**src/rtl/ex_div_unit_pkg.sv**
```systemverilog
// rtl/ex_div_unit_pkg.sv - shared types and constants for the EX-stage divider
package ex_div_unit_pkg;

  localparam int DIV_XLEN = 32;
  localparam int DIV_ITER = DIV_XLEN;

  typedef enum logic [1:0] {
    OP_DIV  = 2'b00,
    OP_DIVU = 2'b01,
    OP_REM  = 2'b10,
    OP_REMU = 2'b11
  } div_op_t;

  typedef enum logic [1:0] {
    S_IDLE,
    S_CALC,
    S_FIX,
    S_DONE
  } div_state_t;

endpackage

```
**src/rtl/ex_div_unit_step.sv**
```systemverilog
// rtl/ex_div_unit_step.sv - one restoring-division bit: shift {rem,quo} and trial-subtract
module ex_div_unit_step #(
  parameter int XLEN = 32
) (
  input  logic [XLEN-1:0] rem_i,
  input  logic [XLEN-1:0] quo_i,
  input  logic [XLEN-1:0] divisor_i,
  output logic [XLEN-1:0] rem_o,
  output logic [XLEN-1:0] quo_o
);

  logic [XLEN:0] rem_sh;
  logic [XLEN:0] diff;
  logic          ge;

  // rem < divisor is invariant, so the 33-bit signed difference never overflows
  assign rem_sh = {rem_i, quo_i[XLEN-1]};
  assign diff   = rem_sh - {1'b0, divisor_i};
  assign ge     = ~diff[XLEN];
  assign rem_o  = ge ? diff[XLEN-1:0] : rem_sh[XLEN-1:0];
  assign quo_o  = {quo_i[XLEN-2:0], ge};

endmodule

```
**src/rtl/ex_div_unit.sv**
```systemverilog
// rtl/ex_div_unit.sv - iterative radix-2 RV32M divider (DIV/DIVU/REM/REMU), EX stage
module ex_div_unit
  import ex_div_unit_pkg::*;
#(
  parameter int XLEN = DIV_XLEN,
  parameter int ITER = DIV_ITER
) (
  input  logic            clk_i,
  input  logic            rst_ni,
  input  logic            start_i,
  input  div_op_t         op_i,
  input  logic [XLEN-1:0] rs1_i,
  input  logic [XLEN-1:0] rs2_i,
  input  logic            flush_i,
  output logic            busy_o,
  output logic            done_o,
  output logic [XLEN-1:0] result_o
);

  localparam int CNT_W = (ITER > 1) ? $clog2(ITER) : 1;
  localparam logic [XLEN-1:0] INT_MIN = {1'b1, {(XLEN-1){1'b0}}};

  div_state_t       state_q, state_d;
  div_op_t          op_q, op_d;
  logic [XLEN-1:0]  quo_q, quo_d;
  logic [XLEN-1:0]  dvs_q, dvs_d;
  logic [XLEN-1:0]  rem_q, rem_d;
  logic [CNT_W-1:0] cnt_q, cnt_d;
  logic             sq_q, sq_d;
  logic             sr_q, sr_d;
  logic [XLEN-1:0]  result_q, result_d;

  logic [XLEN-1:0]  step_rem, step_quo;
  logic [XLEN-1:0]  abs1, abs2, fix_val;
  logic             in_signed, in_is_div, div_zero, ovf;

  ex_div_unit_step #(.XLEN(XLEN)) u_step (
    .rem_i     (rem_q),
    .quo_i     (quo_q),
    .divisor_i (dvs_q),
    .rem_o     (step_rem),
    .quo_o     (step_quo)
  );

  // Op encoding: bit0 set = unsigned, bit1 set = remainder
  assign in_signed = ~op_i[0];
  assign in_is_div = ~op_i[1];
  assign abs1      = rs1_i[XLEN-1] ? (~rs1_i + 1'b1) : rs1_i;
  assign abs2      = rs2_i[XLEN-1] ? (~rs2_i + 1'b1) : rs2_i;
  assign div_zero  = (rs2_i == '0);
  assign ovf       = in_signed && (rs1_i == INT_MIN) && (rs2_i == '1);

  always_comb begin
    fix_val = '0;
    unique case (op_q)
      OP_DIV:  fix_val = sq_q ? (~quo_q + 1'b1) : quo_q;
      OP_DIVU: fix_val = quo_q;
      OP_REM:  fix_val = sr_q ? (~rem_q + 1'b1) : rem_q;
      OP_REMU: fix_val = rem_q;
      default: fix_val = '0;
    endcase
  end

  always_comb begin
    state_d  = state_q;
    op_d     = op_q;
    quo_d    = quo_q;
    dvs_d    = dvs_q;
    rem_d    = rem_q;
    cnt_d    = cnt_q;
    sq_d     = sq_q;
    sr_d     = sr_q;
    result_d = result_q;
    // Flush freezes all datapath state so result_o keeps its last value
    if (flush_i) begin
      state_d = S_IDLE;
    end else begin
      unique case (state_q)
        S_IDLE: begin
          if (start_i) begin
            op_d  = op_i;
            rem_d = '0;
            cnt_d = CNT_W'(ITER - 1);
            quo_d = in_signed ? abs1 : rs1_i;
            dvs_d = in_signed ? abs2 : rs2_i;
            sq_d  = in_signed & (rs1_i[XLEN-1] ^ rs2_i[XLEN-1]);
            sr_d  = in_signed & rs1_i[XLEN-1];
            if (div_zero) begin
              result_d = in_is_div ? '1 : rs1_i;
              state_d  = S_DONE;
            end else if (ovf) begin
              result_d = in_is_div ? INT_MIN : '0;
              state_d  = S_DONE;
            end else begin
              state_d = S_CALC;
            end
          end
        end
        S_CALC: begin
          rem_d = step_rem;
          quo_d = step_quo;
          if (cnt_q == '0) begin
            state_d = S_FIX;
          end else begin
            cnt_d = cnt_q - CNT_W'(1);
          end
        end
        S_FIX: begin
          result_d = fix_val;
          state_d  = S_DONE;
        end
        S_DONE:  state_d = S_IDLE;
        default: state_d = S_IDLE;
      endcase
    end
  end

  always_ff @(posedge clk_i or negedge rst_ni) begin
    if (!rst_ni) begin
      state_q  <= S_IDLE;
      op_q     <= OP_DIV;
      quo_q    <= '0;
      dvs_q    <= '0;
      rem_q    <= '0;
      cnt_q    <= '0;
      sq_q     <= 1'b0;
      sr_q     <= 1'b0;
      result_q <= '0;
    end else begin
      state_q  <= state_d;
      op_q     <= op_d;
      quo_q    <= quo_d;
      dvs_q    <= dvs_d;
      rem_q    <= rem_d;
      cnt_q    <= cnt_d;
      sq_q     <= sq_d;
      sr_q     <= sr_d;
      result_q <= result_d;
    end
  end

  assign busy_o   = (state_q == S_CALC) || (state_q == S_FIX);
  assign done_o   = (state_q == S_DONE);
  assign result_o = result_q;

endmodule

```
**config.mk**
```make
export PLATFORM = sky130hd
export DESIGN_NAME = ex_div_unit
export DESIGN_NICKNAME = d
export VERILOG_FILES = /design/src/rtl/ex_div_unit_pkg.sv /design/src/rtl/ex_div_unit_step.sv /design/src/rtl/ex_div_unit.sv
export SDC_FILE = /design/constraint.sdc
export NUM_CORES = 1
export LEC_CHECK = 0
export CORE_MARGIN = 2
export CORE_UTILIZATION = 54
export CTS_CLUSTER_SIZE = 28
export DETAILED_ROUTE_END_ITERATION = 6
export GPL_ROUTABILITY_DRIVEN = 0
export GPL_TIMING_DRIVEN = 0
export PLACE_DENSITY = 0.79
export SLEW_MARGIN = 20
export SYNTH_ARGS = -nofsm -noshare
export SYNTH_HDL_FRONTEND = slang
export SYNTH_SLANG_ARGS = --single-unit
```
**constraint.sdc**
```tcl
create_clock -name clk_i -period 2.8 [get_ports clk_i]
set_input_delay 0.84 -clock clk_i [delete_from_list [all_inputs] [get_ports clk_i]]
set_output_delay 0.84 -clock clk_i [all_outputs]
set_load 0.05 [all_outputs]
```
# ---- After elaboration in Yosys (flattened, before gate mapping)
# Index checks and enable logic that the tools add are counted.
dict set report totals {
  regBits 139
  in_bits 70
  output_inout_bits 34
  wordCells 79
}
dict set report classes {
  add_sub_neg 6
  n_eq_ne 13
  mux 27
  bitwise_logic 10
  n_reduce_logical 14
}
# cell count
set op_table {}
lappend op_table {{$mux W32} 14}
lappend op_table {{$pmux W32 S2} 3}
lappend op_table {{$add A32 B1 Y32 const B} 4}
lappend op_table {{$not A32 Y32} 4}
lappend op_table {{$pmux W32 S4} 1}
lappend op_table {{$eq A32 B32 Y1 const B} 2}
lappend op_table {{$sub A33 B32 Y33} 1}
lappend op_table {{$logic_not A32 Y1} 1}
lappend op_table {{$mux W2} 5}
lappend op_table {{$mux W5} 2}
lappend op_table {{$pmux W5 S2} 1}
lappend op_table {{$ne A3 B3 Y1 const B} 3}
lappend op_table {{$eq A2 B2 Y1 const B} 4}
lappend op_table {{$pmux W2 S4} 1}
lappend op_table {{$reduce_and A4 Y1} 2}
lappend op_table {{$reduce_and A3 Y1} 2}
lappend op_table {{$logic_not A5 Y1} 1}
lappend op_table {{$sub A5 B1 Y5 const B} 1}
lappend op_table {{$eq A2 B1 Y1 const B} 2}
lappend op_table {{$logic_not A2 Y1} 2}
lappend op_table {{$ne A2 B2 Y1 const B} 2}
lappend op_table {{$reduce_bool A2 Y1} 2}
lappend op_table {{$not A1 Y1} 3}
lappend op_table {{$and A1 B1 Y1} 2}
lappend op_table {{4 further kinds} 5}

# ---- Logic depth before layout (Yosys ltp)
dict set report depth {
  ltp_word 8
  depth_mapped 13
  mapped_depth_nobuf 12
}

# ---- By module
# From an unflattened synthesis, not the netlist that was laid out.
dict set report hier_totals {
  cells_unflattened 1388
  hier_area_um2 11770.0
}
# mod instances cells_each area_each_um2 seq_area_each_um2
set modules_own_cells {}
lappend modules_own_cells {ex_div_unit 1 1051 9171.3 3478.3}
lappend modules_own_cells {ex_div_unit_step 1 337 2598.7 0.0}

# ---- Worst setup path after synthesis
# Ideal clock, no wire load.
dict set report synth_path {
  kind {input -> register}
  startpoint {in rs1_i[12]}
  endpoint {reg result_q[18] (netlist: result_o[18])}
  setup_time_ps 118
  arrival_ps 2995
  required_time_ps 2682
  slack_ps -313
  cell_stages 9
  path_buffers 1
  cell_sequence {or3_4 > or4_4 > or3_4 > nor4_4 > nand4_2 > nand2_1 > a21oi_2 > buf_2 > a21o_1}
}
dict set report synth_between {
  elab_chain_cells 5
}
# item line_no
set synth_rtl {}
lappend synth_rtl {{from (decl)} ex_div_unit.sv:12} ;# input logic [XLEN-1:0] rs1_i,
lappend synth_rtl {{$eq A32 B32 Y1} ex_div_unit.sv:51} ;# assign ovf = in_signed && (rs1_i == INT_MIN) && (rs2_i == '1);
lappend synth_rtl {{$logic_and A1 B1 Y1 (2 in series)} ex_div_unit.sv:51}
lappend synth_rtl {{$ne A3 B3 Y1 (no source line)} --}
lappend synth_rtl {{$reduce_and A4 Y1 (no source line)} --}
lappend synth_rtl {{to (signal assigned)} ex_div_unit.sv:138} ;# result_q <= result_d;
lappend synth_rtl {{to (decl)} ex_div_unit.sv:31} ;# logic [XLEN-1:0] result_q, result_d;
# No other way between the ends.
# A chain may end at the register's enable or synchronous reset.

# ---- Worst setup path after layout
dict set report layout_path {
  startpoint {in rs2_i[26]}
  endpoint {reg result_q[27] (netlist: result_o[27])}
}
dict set report layout_between {
  elab_chain_cells 4
}
# item line_no
set layout_rtl {}
lappend layout_rtl {{from (decl)} ex_div_unit.sv:13} ;# input logic [XLEN-1:0] rs2_i,
lappend layout_rtl {{$eq A32 B32 Y1 or $logic_not A32 Y1 (tied branches)} {ex_div_unit.sv:51, ex_div_unit.sv:50}}
lappend layout_rtl {{$logic_and A1 B1 Y1 or $mux W32 (tied branches)} {ex_div_unit.sv:51, ex_div_unit.sv:88}}
lappend layout_rtl {{$ne A3 B3 Y1 (no source line) or $mux W32 (tied branches)} --}
lappend layout_rtl {{$reduce_and A4 Y1 (no source line) or $pmux W32 S2 (tied branches)} --}
# Several ways; a longest one is shown, not always the timed one. The select of a mux whose other input is x is not followed.

==> results.txt <==
The flow ran to the end, but the final reports show violations. The final reports fail on design-rule violations, negative setup slack. The number of antenna diodes in the final layout is 0. The region available for standard cell placement spans 20300 sq um. The number of pins with negative max-slew slack in the final report is 0, and the routed wire length per instance is 23.4 um.

The floorplan has 52 rows. The path category of the worst min-delay check is input pin to asynchronous set/reset pin. Hold buffer count at cts: 0. The area growth from synthesis to layout is 37.5%. The detail route stage leaves a number of antenna-violating nets equal to 0.

The logs give 0.377 for the overall track demand over capacity in global routing and 7 for the detailed-routing iteration count for the pre-antenna-repair pass. The combinational cell fraction of total power is 0.702, and the internal power component is 10.8 mW. The die covers 21900 sq um. The maximum number of buffers from clock root to sink came out at 2. TritonCTS built the clock tree. The tools report the part of the power in registers as 0.182. Summed over all cells, the static leakage comes to 6.39 nW. The routed design has 45100 um of wire.

Between clock sinks in the finished design, the worst skew comes to 0.0112 ns. In the final design database the tool counted 1759 nets. STA puts the critical path data required time at 3.18 ns. The share of the cycle needed by the critical path after routing works out to 1.17. The net switching power was 11.1 mW; the share of power burned in the clock network was 0.116.

Top cell type by total area after synthesis: sky130_fd_sc_hd__dfrtp_1. STA puts the critical path data arrival time at 3.66 ns. The tools report the number of antenna violations at the first check in global routing as 1. The number of nets handed over by synthesis was 1556. The H-tree generated during clock tree synthesis spans 4 levels. Synthesis produced 1441 cells. The clock latency on the worst-skew pair was 0.44 ns; the portion of synthesized cell area occupied by the leading cell type was 0.311. The run gives 139 as the number of clock sinks. Port buffering added 103 buffers. The time the final worst path needs with I/O delays and setup is 3.28 ns. The post-synthesis area per instance came out at 7.77 sq um. The switching power share of the total is 0.507. In this run the critical register-to-register path is launched from rem_q[16]. For this run, design rule violations remaining after detail routing come to 15.

The sequential-to-total area share from yosys stat was 0.311. The power per unit of standard cell area is 1430 nW/um^2. The mapped netlist covers 11200 sq um.

The initial DRC count was 2276; the number of synthesized register bits was 139. The share of final-layout standard cells stronger than drive strength 1 is 0.232. The HPWL after detailed placement is 27700 um. The tools report the kind of end point of the critical path as a flop. Prevailing post-synth register cell: sky130_fd_sc_hd__dfrtp_1. Along the worst path, the maximum fanout reaches 6. The die is 148 um tall. The number of clock buffers inserted by TritonCTS was 17; the final setup slack of the worst path was -0.481 ns. Clock-pin slew was measured on the worst setup and hold paths at 0.07 ns. Setup repair after global routing could not meet its margin everywhere.

Using the TritonRoute via totals, the vias-per-cell ratio works out to 6.86. Setup violations remaining at the end of the flow were counted as 73. For this design the top-level I/O count stands at 104. The total via count after detailed routing was 13200; the number of global-route vias before repair was 12100.

The post-route worst hold slack came out at 0.292 ns. The total count of hold-check failures in the final report came out at 0. Ranked by total cell area, the synthesized netlist is headed by sky130_fd_sc_hd__dfrtp_1, sky130_fd_sc_hd__o21ai_0, sky130_fd_sc_hd__a21oi_1. The overflow left after global routing is 0. The peak ir drop on the vdd network is 1110 uV, and the largest net degree at the start of global routing is 89.

Across the run, the number of max-cap violations was 0. The logs give 0.552 for the initial core utilization and 0.379 for the tightest slew margin relative to the limit. The Yosys warning count was 0. The number of distinct standard cells referenced by the synthesized netlist is 74.

Die width: 148 um. The critical path is of the input pin to flop type. Clock tree synthesis selected as its root buffer the cell sky130_fd_sc_hd__clkbuf_16.

The tools report the maximum clock frequency as 0.305 GHz. At the pin with the least slew margin, the transition time is 0.926 ns. Global-route wire length before repair: 65000 um. STA classifies the critical path startpoint as an input pin.

The share of async-settable or async-resettable flops after synthesis works out to 1.00. For flop-to-flop paths, the worst setup slack is -0.39 ns. The completed layout was analyzed and its total power is 21.9 mW.

The most critical setup path has its startpoint at rs2_i[26]. In this run, synthesis inferred 0 flip-flops with an integrated enable.
-- synth_stat cells (all sizes together) (4+ instances only) --
cell type / count
xnor2: 73
and3: 4
o211ai: 20
o21ai: 170
o41ai: 7
inv: 65
a211oi: 12
or3: 26
nand2b: 9
o21a: 11
ha: 44
or4: 13
a22oi: 4
nor3b: 6
a21o: 23
nor3: 41
nor4: 12
nand4: 14
nand3: 20
nor4b: 4
o22ai: 6
nor2b: 10
clkbuf: 61
mux2i: 28
buf: 20
nor2: 130
nand4b: 5
o31ai: 23
a21oi: 131
dfrtp: 139
nand2: 173
a221o: 7
a31oi: 18
xor2: 64
-- kinds of logic after synthesis --
| logic type | count (synthesis) | synth area share |
|---|---|---|
| adder cells (fa/ha/maj) | 45 | 0.0509 |
| flip-flops | 139 | 0.311 |
| buffers and inverters | 146 | 0.0517 |
| multiplexers | 28 | 0.0250 |
| AND/OR/NAND/NOR | 484 | 0.207 |
| AO/OA/AOI/OAI | 462 | 0.248 |
| XOR/XNOR | 137 | 0.107 |
-- per-layer routing --
layer | vias up | wire length [um] | track usage
met5 | - | 55 | 0
met4 | 2 | 3230 | 0.196
met3 | 372 | 6070 | 0.0935
met2 | 1146 | 19600 | 0.567
met1 | 6153 | 16200 | 0.504
li1 | 5552 | - | -
-- worst max-delay path, stage by stage --
cell                              delay [ns]
sky130_fd_sc_hd__clkdlybuf4s50_1        0.65
sky130_fd_sc_hd__nand4_1                0.16
sky130_fd_sc_hd__or4_4                  0.59
sky130_fd_sc_hd__nor3_2                 0.35
sky130_fd_sc_hd__nand4_4                0.21
sky130_fd_sc_hd__nand2_8                0.13
sky130_fd_sc_hd__a21oi_4                0.14
sky130_fd_sc_hd__buf_8                  0.23
sky130_fd_sc_hd__a211oi_4               0.22
sky130_fd_sc_hd__a21o_1                 0.13
-- cells in the final DEF (no fill, tap or decap), types with 17 or more instances in the layout --
cell type / instances
sky130_fd_sc_hd__a21o_1: 23
sky130_fd_sc_hd__a21oi_1: 106
sky130_fd_sc_hd__a21oi_2: 18
sky130_fd_sc_hd__buf_4: 68
sky130_fd_sc_hd__buf_6: 25
sky130_fd_sc_hd__clkbuf_1: 42
sky130_fd_sc_hd__clkbuf_16: 18
sky130_fd_sc_hd__clkbuf_2: 21
sky130_fd_sc_hd__clkdlybuf4s50_1: 60
sky130_fd_sc_hd__dfrtp_1: 119
sky130_fd_sc_hd__dfrtp_2: 20
sky130_fd_sc_hd__ha_1: 20
sky130_fd_sc_hd__ha_4: 19
sky130_fd_sc_hd__inv_1: 61
sky130_fd_sc_hd__mux2i_1: 25
sky130_fd_sc_hd__nand2_1: 150
sky130_fd_sc_hd__nor2_1: 122
sky130_fd_sc_hd__nor3_1: 32
sky130_fd_sc_hd__o211ai_1: 20
sky130_fd_sc_hd__o21ai_0: 111
sky130_fd_sc_hd__o21ai_1: 42
sky130_fd_sc_hd__o21ai_2: 17
sky130_fd_sc_hd__o31ai_1: 19
sky130_fd_sc_hd__xnor2_1: 69
sky130_fd_sc_hd__xor2_1: 63
-- timing repair --
action,CTS,global route
resized for setup,243,231
endpoints found under the setup margin,117,99
setup buffers,44,37
pin swaps,59,98
gates cloned,7,5
-- final cells by class --
type,instances,area (sq um)
multi-input cells,1158,8410
fillers,1328,4900
flip-flops and latches,139,3500
repair buffers,192,1840
plain buffers,71,427
clock buffers,17,425
well taps,270,338
inverters,65,244
clock inverters,15,213
-- stage by stage --
step | TNS [ns] | setup slack (ns) | instances | util | cell area (sq um)
after floorplan | -9.32 | -0.300 | 1441 | - | 11300
after global routing | -25.64 | -0.463 | 1927 | 0.759 | 15400
after CTS | -14.66 | -0.364 | 1890 | 0.714 | 14500
after detailed placement | -93.19 | -1.37 | 1815 | 0.624 | 12700
after global placement | -741.43 | -4.72 | 1814 | 0.623 | 12600
final | -21.41 | -0.481 | 1927 | 0.759 | 15400
-- path summary, 6_finish.rpt --
| check | cells past startpoint | end |
|---|---|---|
| worst max-delay path | 10 | result_o[27] |
| worst min-delay path | 1 | rem_q[9] |
| worst max register to register | 12 | rem_q[2] |
| worst min register to register | 1 | result_o[6] |
| max in group asynchronous | 2 | rem_q[21] |
| min in group clk_i | 1 | result_o[6] |
-- power groups by stage --
stage               clock network, mW  logic, mW  registers, mW
detailed placement                  0       11.0           3.86
global placement                    0       10.7           3.83
CTS                              2.50       13.3           3.83
floorplan                           0       7.97           3.99
finish                           2.54       15.4           4.00
global route                     2.62       16.3           4.05
-- registers in the layout (all words and copies together) (netlist names) --
signal / flops
sr_q: 1
result_o: 32
state_q: 2
dvs_q: 32
op_q: 2
rem_q: 32
quo_q: 32
sq_q: 1
cnt_q: 5
Power figures use the tool's default switching activity.
==> RTL change 1: new RTL, config.mk and constraints unchanged <==
Set the package constant `DIV_XLEN` to 16 (it was 32).
--- a/src/rtl/ex_div_unit_pkg.sv
+++ b/src/rtl/ex_div_unit_pkg.sv
@@ -1,7 +1,7 @@
 // rtl/ex_div_unit_pkg.sv - shared types and constants for the EX-stage divider
 package ex_div_unit_pkg;
 
-  localparam int DIV_XLEN = 32;
+  localparam int DIV_XLEN = 16;
   localparam int DIV_ITER = DIV_XLEN;
 
   typedef enum logic [1:0] {
Ports: changed (resized result_o, rs1_i and rs2_i); port bits go from 104 to 56. The function was not compared with the original's and may differ.
==> RTL change 1 against the unedited design <==
Setup slack gained 0.56 ns. Routed wire length shrank 65%. Area after synthesis shrank 50%. Via count shrank 58%. Total power shrank 63%. Core utilization shrank 10 points. Sequential cell count shrank 65. Clock skew shrank 0.0028 ns. Maximum frequency grew 20%. Design area shrank 56%. Final cell count shrank 52%.
==> RTL change 1: results <==
[run_status]
run_status = finished clean

[clock_network]
cts.hold.buffers_added = 0
cts.htree.levels = 3
worst_setup_hold_path_clk_slew_ns = 0.08
num_cts_buffers = 9
clk_latency_ns = 0.36
buffer_depth_of_the_longest_clock_path = 2
clockRootBuffer = sky130_fd_sc_hd__clkbuf_8

[place]
placedInstanceArea_um2 = 6370
placed_cells = 899
dp_worst_setup_slack_ns = -0.659
hpwl_um = 12100
port_buffers = 55

[global_routing]
groute.layer.met3.usage_pct = 6.38
track_usage_pct = 29.0
vias_in_the_first_global_route = 5272
grt_start_max_net_pins = 49
use_met2_pct = 44.5
grt_first_pass_wirelength_um = 25800
grt_antenna_before_repair = 0
groute.layer.met1.usage_pct = 41.0

[timing]
worst_clock_skew_ns = 0.00841
worst_hold_slack_ns = 0.387
slew_headroom_pct = 51.2

[yosys]
ys_async_rst_share_pct = 100
seq_total_area_yosys_pct = 32.9
synth_common_cells = 87 x sky130_fd_sc_hd__nand2_1, 74 x sky130_fd_sc_hd__dfrtp_1, 69 x sky130_fd_sc_hd__a21oi_1
synth.top_cells.by_area = sky130_fd_sc_hd__dfrtp_1 33%, sky130_fd_sc_hd__a21oi_1 6.1%, sky130_fd_sc_hd__ha_1 6.0%, sky130_fd_sc_hd__o21ai_0 6.0%, sky130_fd_sc_hd__nand2_1 5.8%
synthesis.yosys.warnings = 0
ys_types = 58
postSynth.topFlopCell = sky130_fd_sc_hd__dfrtp_1
syn_nets = 773
avgSynthCellArea_um2 = 7.95

[worst_setup_path]
critical_path.reg2reg.endpoint = rem_q[7]$_DFFE_PN0P_
cp_slowest_cell = sky130_fd_sc_hd__clkdlybuf4s50_1
timing.critical_path.arrival_ns = 2.98
ff_to_ff_start = quo_q[15]$_DFFE_PN0P_
critPathMaxStageDelay_ns = 0.51
family_with_the_most_delay_on_the_worst_path = simple AND/OR/NAND/NOR gates
cp_max_fo = 10
r2r_setup_slack_ns = 0.18
worstRegToRegCells = 11

[pwr]
irDropWorstVdd_v = 0.000621
total_leakage_power_nw = 2.83
cellInternalPower_w = 0.00400
p_total_w = 0.00804
seq-power_w = 0.00201
power_frac_comb_pct = 63.4

[drt]
finalWirelength_um = 16000
1st_pass_router_iterations = 6
post_drt_via_cell_ratio = 6.03
drtIter0Drc = 520

[layout]
fillers = 860
layout-drive-gt1-share_pct = 6.11
nets = 847
finalInstanceArea_um2 = 6710
layout.cells.non_filler = 922

[worst_hold_path]
hold_path.class = in2async
[RTL change 1: cell type report]
type                    count  share of cell area [%]
multi-input cells         568                    53.2
inverters                  35                    1.96
repair buffers             63                    9.41
plain buffers              30                    2.09
clock buffers               9                    1.85
flip-flops and latches     74                    27.6
well taps                 136                    2.53
clock inverters             7                    1.40
[RTL change 1: worst max path at each step]
stage / cells after the start / start / endpoint / slack (ns)
4_1_cts: 10 / rs2_i[1] / result_o[13]$_DFFE_PN0P_ / 0.01
2_1_floorplan: 9 / rs2_i[0] / result_o[4]$_DFFE_PN0P_ / 0.23
6_report: 8 / rs2_i[9] / result_o[13]$_DFFE_PN0P_ / 0.07
3_3_place_gp: 1 / rst_ni / rem_q[9]$_DFFE_PN0P_ / -1.66
5_1_grt: 8 / rs2_i[9] / result_o[12]$_DFFE_PN0P_ / 0.004
3_5_place_dp: 10 / rs2_i[0] / result_o[6]$_DFFE_PN0P_ / -0.66
[RTL change 1: cell families (layout without fill, tap and decap cells)]
family,count (synthesis),count (layout),synth area share (%)
buffers and inverters,65,144,4.65
muxes,10,10,1.80
DFF,74,74,32.9
AOI/OAI and AO/OA,216,216,22.6
and+or+nand+nor,243,243,20.5
adders and majority gates,28,28,6.36
xor gates and xnor gates,71,71,11.2
[RTL change 1: per-layer routing]
| metal | up-vias | share of wire (%) |
|---|---|---|
| met3 | 25 | 8.4 |
| met4 | 0 | 1.5 |
| met5 | - | 0 |
| met2 | 272 | 47 |
| li1 | 2644 | - |
| met1 | 2615 | 43 |
[RTL change 1: timing repair]
action	CTS	global route
resized for setup	8	16
pin swaps	1	3
buffers inserted	3	3
endpoints found under the hold margin	0	0
gates cloned	0	1
setup endpoints to repair	26	32
==> RTL change 2: new RTL, same flow settings <==
Without the edit above. Re-encode `div_state_t` (4 states) as Gray code, 2 bits wide.
--- a/src/rtl/ex_div_unit_pkg.sv
+++ b/src/rtl/ex_div_unit_pkg.sv
@@ -12,10 +12,10 @@
   } div_op_t;
 
   typedef enum logic [1:0] {
-    S_IDLE,
-    S_CALC,
-    S_FIX,
-    S_DONE
+    S_IDLE = 2'b00,
+    S_CALC = 2'b01,
+    S_FIX  = 2'b11,
+    S_DONE = 2'b10
   } div_state_t;
 
 endpackage
Behaviour: same outputs for any inputs over 4 cycles, from zero or initial values and one cycle with rst_ni low; so few cycles prove little.
==> RTL change 2 against the unedited design <==
The run still ends with DRC, setup timing left. Synthesized cell count fell by 6.8%. Design area fell by 8.7%. Area after synthesis fell by 5.0%. Sequential cell count did not move. Sequential share of layout area rose by 2.1 points. Setup slack got worse by 0.0031 ns. Via count fell by 13%. Register-to-register slack improved by 0.16 ns. Maximum frequency barely moved. Routed wire length fell by 19%. First-iteration DRC count fell by 36%.
Power is not compared: it rests on default switching activity, and its combinational part moved more than twofold at a synthesized area within 25%.
==> RTL change 2: results <==
[run_status]
run_status = finished, violations left
failed_checks = DRC, setup timing

[drt]
post_drt_via_cell_ratio = 6.42
drtIter0Drc = 1457
drc = 5
dr_total_vias = 11569

[place]
placedInstanceArea_um2 = 12100

[yosys]
ys_types = 62
syn_nets = 1453
synth_compound_gate_area_share_pct = 24.9
post_synth_mux_area_share_pct = 1.79
synth_adder_area_share_pct = 4.78
synthCells = 1343
synth.top_cells.by_area = sky130_fd_sc_hd__dfrtp_1 33%, sky130_fd_sc_hd__o21ai_0 8.3%, sky130_fd_sc_hd__xnor2_1 7.4%, sky130_fd_sc_hd__nand2_1 7.0%, sky130_fd_sc_hd__xor2_1 5.0%

[worst_setup_path]
critical_path.reg2reg.endpoint = result_o[30]$_DFFE_PN0P_
ff_to_ff_start = quo_q[10]$_DFFE_PN0P_
r2r_setup_slack_ns = -0.23
worstRegToRegCells = 8
cp_max_fo = 7
timing.critical_path.arrival_ns = 3.61

[global_routing]
grt_start_max_net_pins = 81
grt_first_pass_wirelength_um = 56700
track_usage_pct = 35.0

[timing]
finalSetupTns_ns = -14.82
finalWorstSetupSlack_ns = -0.484
setup_viol = 67
worst_hold_slack_ns = 0.357

[layout]
layout-drive-gt1-share_pct = 17.2
nets = 1634
## RTL change 2: cell families (layout without fill, tap and decap cells)
kind of cell	after synthesis	count (layout)
buffers and inverters	127	321
multiplexers	19	19
AO/OA/AOI/OAI	433	433
AND/OR/NAND/NOR	434	434
adder cells (fa/ha/maj)	40	40
flip-flops	139	139
XOR/XNOR	151	151
## RTL change 2: repair_timing
item | in CTS | in global routing
pin swaps | 49 | 35
cloned | 8 | 1
endpoints found under the setup margin | 109 | 108
buffers inserted | 32 | 23
resized for setup | 233 | 116
## RTL change 2: through the flow
step / setup slack (ns) / util [%]
floorplan: -0.450 / -
global placement: -4.63 / 62.1
detailed placement: -1.78 / 62.2
CTS: -0.391 / 70.3
global route: -0.542 / 72.5
finish: -0.484 / 72.5
## RTL change 2: power groups by stage
stage / sequential [W] / combinational [W] / clock, W
2_1_floorplan: 0.00290 / 0.00408 / 0
3_3_place_gp: 0.00299 / 0.00523 / 0
3_5_place_dp: 0.00301 / 0.00537 / 0
4_1_cts: 0.00301 / 0.00621 / 0.00235
5_1_grt: 0.00313 / 0.00755 / 0.00247
6_report: 0.00309 / 0.00703 / 0.00238
## RTL change 2: worst max-delay path by stage
| stage | to | cells after the start | start |
|---|---|---|---|
| floorplan | result_o[18]$_DFFE_PN0P_ | 10 | rs2_i[23] |
| global placement | dvs_q[28]$_DFFE_PN0P_ | 1 | rst_ni |
| detailed placement | result_o[25]$_DFFE_PN0P_ | 13 | rs2_i[0] |
| CTS | result_o[17]$_DFFE_PN0P_ | 13 | rs2_i[24] |
| global route | result_o[17]$_DFFE_PN0P_ | 13 | rs2_i[24] |
| finish | result_o[19]$_DFFE_PN0P_ | 11 | rs1_i[27] |
## RTL change 2: final cells by class
type	count	area, um2
Multi-Input combinational cell	1077	7430
Fill cell	1454	5340
Sequential cell	139	3490
Timing Repair Buffer	166	1620
Clock buffer	19	443
Buffer	70	383
Tap cell	265	332
Inverter	53	199
Clock inverter	13	168
## RTL change 2: worst max-delay path: stages
cell and delay, ns:
sky130_fd_sc_hd__clkdlybuf4s50_1 0.59, sky130_fd_sc_hd__nor4_2 0.64, sky130_fd_sc_hd__nand4_1 0.29, sky130_fd_sc_hd__o32ai_4 0.29, sky130_fd_sc_hd__nand4_1 0.18, sky130_fd_sc_hd__a21o_1 0.21, sky130_fd_sc_hd__buf_8 0.15, sky130_fd_sc_hd__buf_8 0.14
sky130_fd_sc_hd__clkbuf_16 0.16, sky130_fd_sc_hd__nand2_2 0.06, sky130_fd_sc_hd__o21ai_1 0.05
## RTL change 2: routing by layer
layer,global-route usage (%),up-vias,part of all wire (%)
li1,-,5207,-
met1,43.0,5444,37
met2,57.5,726,47
met3,6.72,192,9.7
met4,20.0,0,6.6
met5,0,-,0
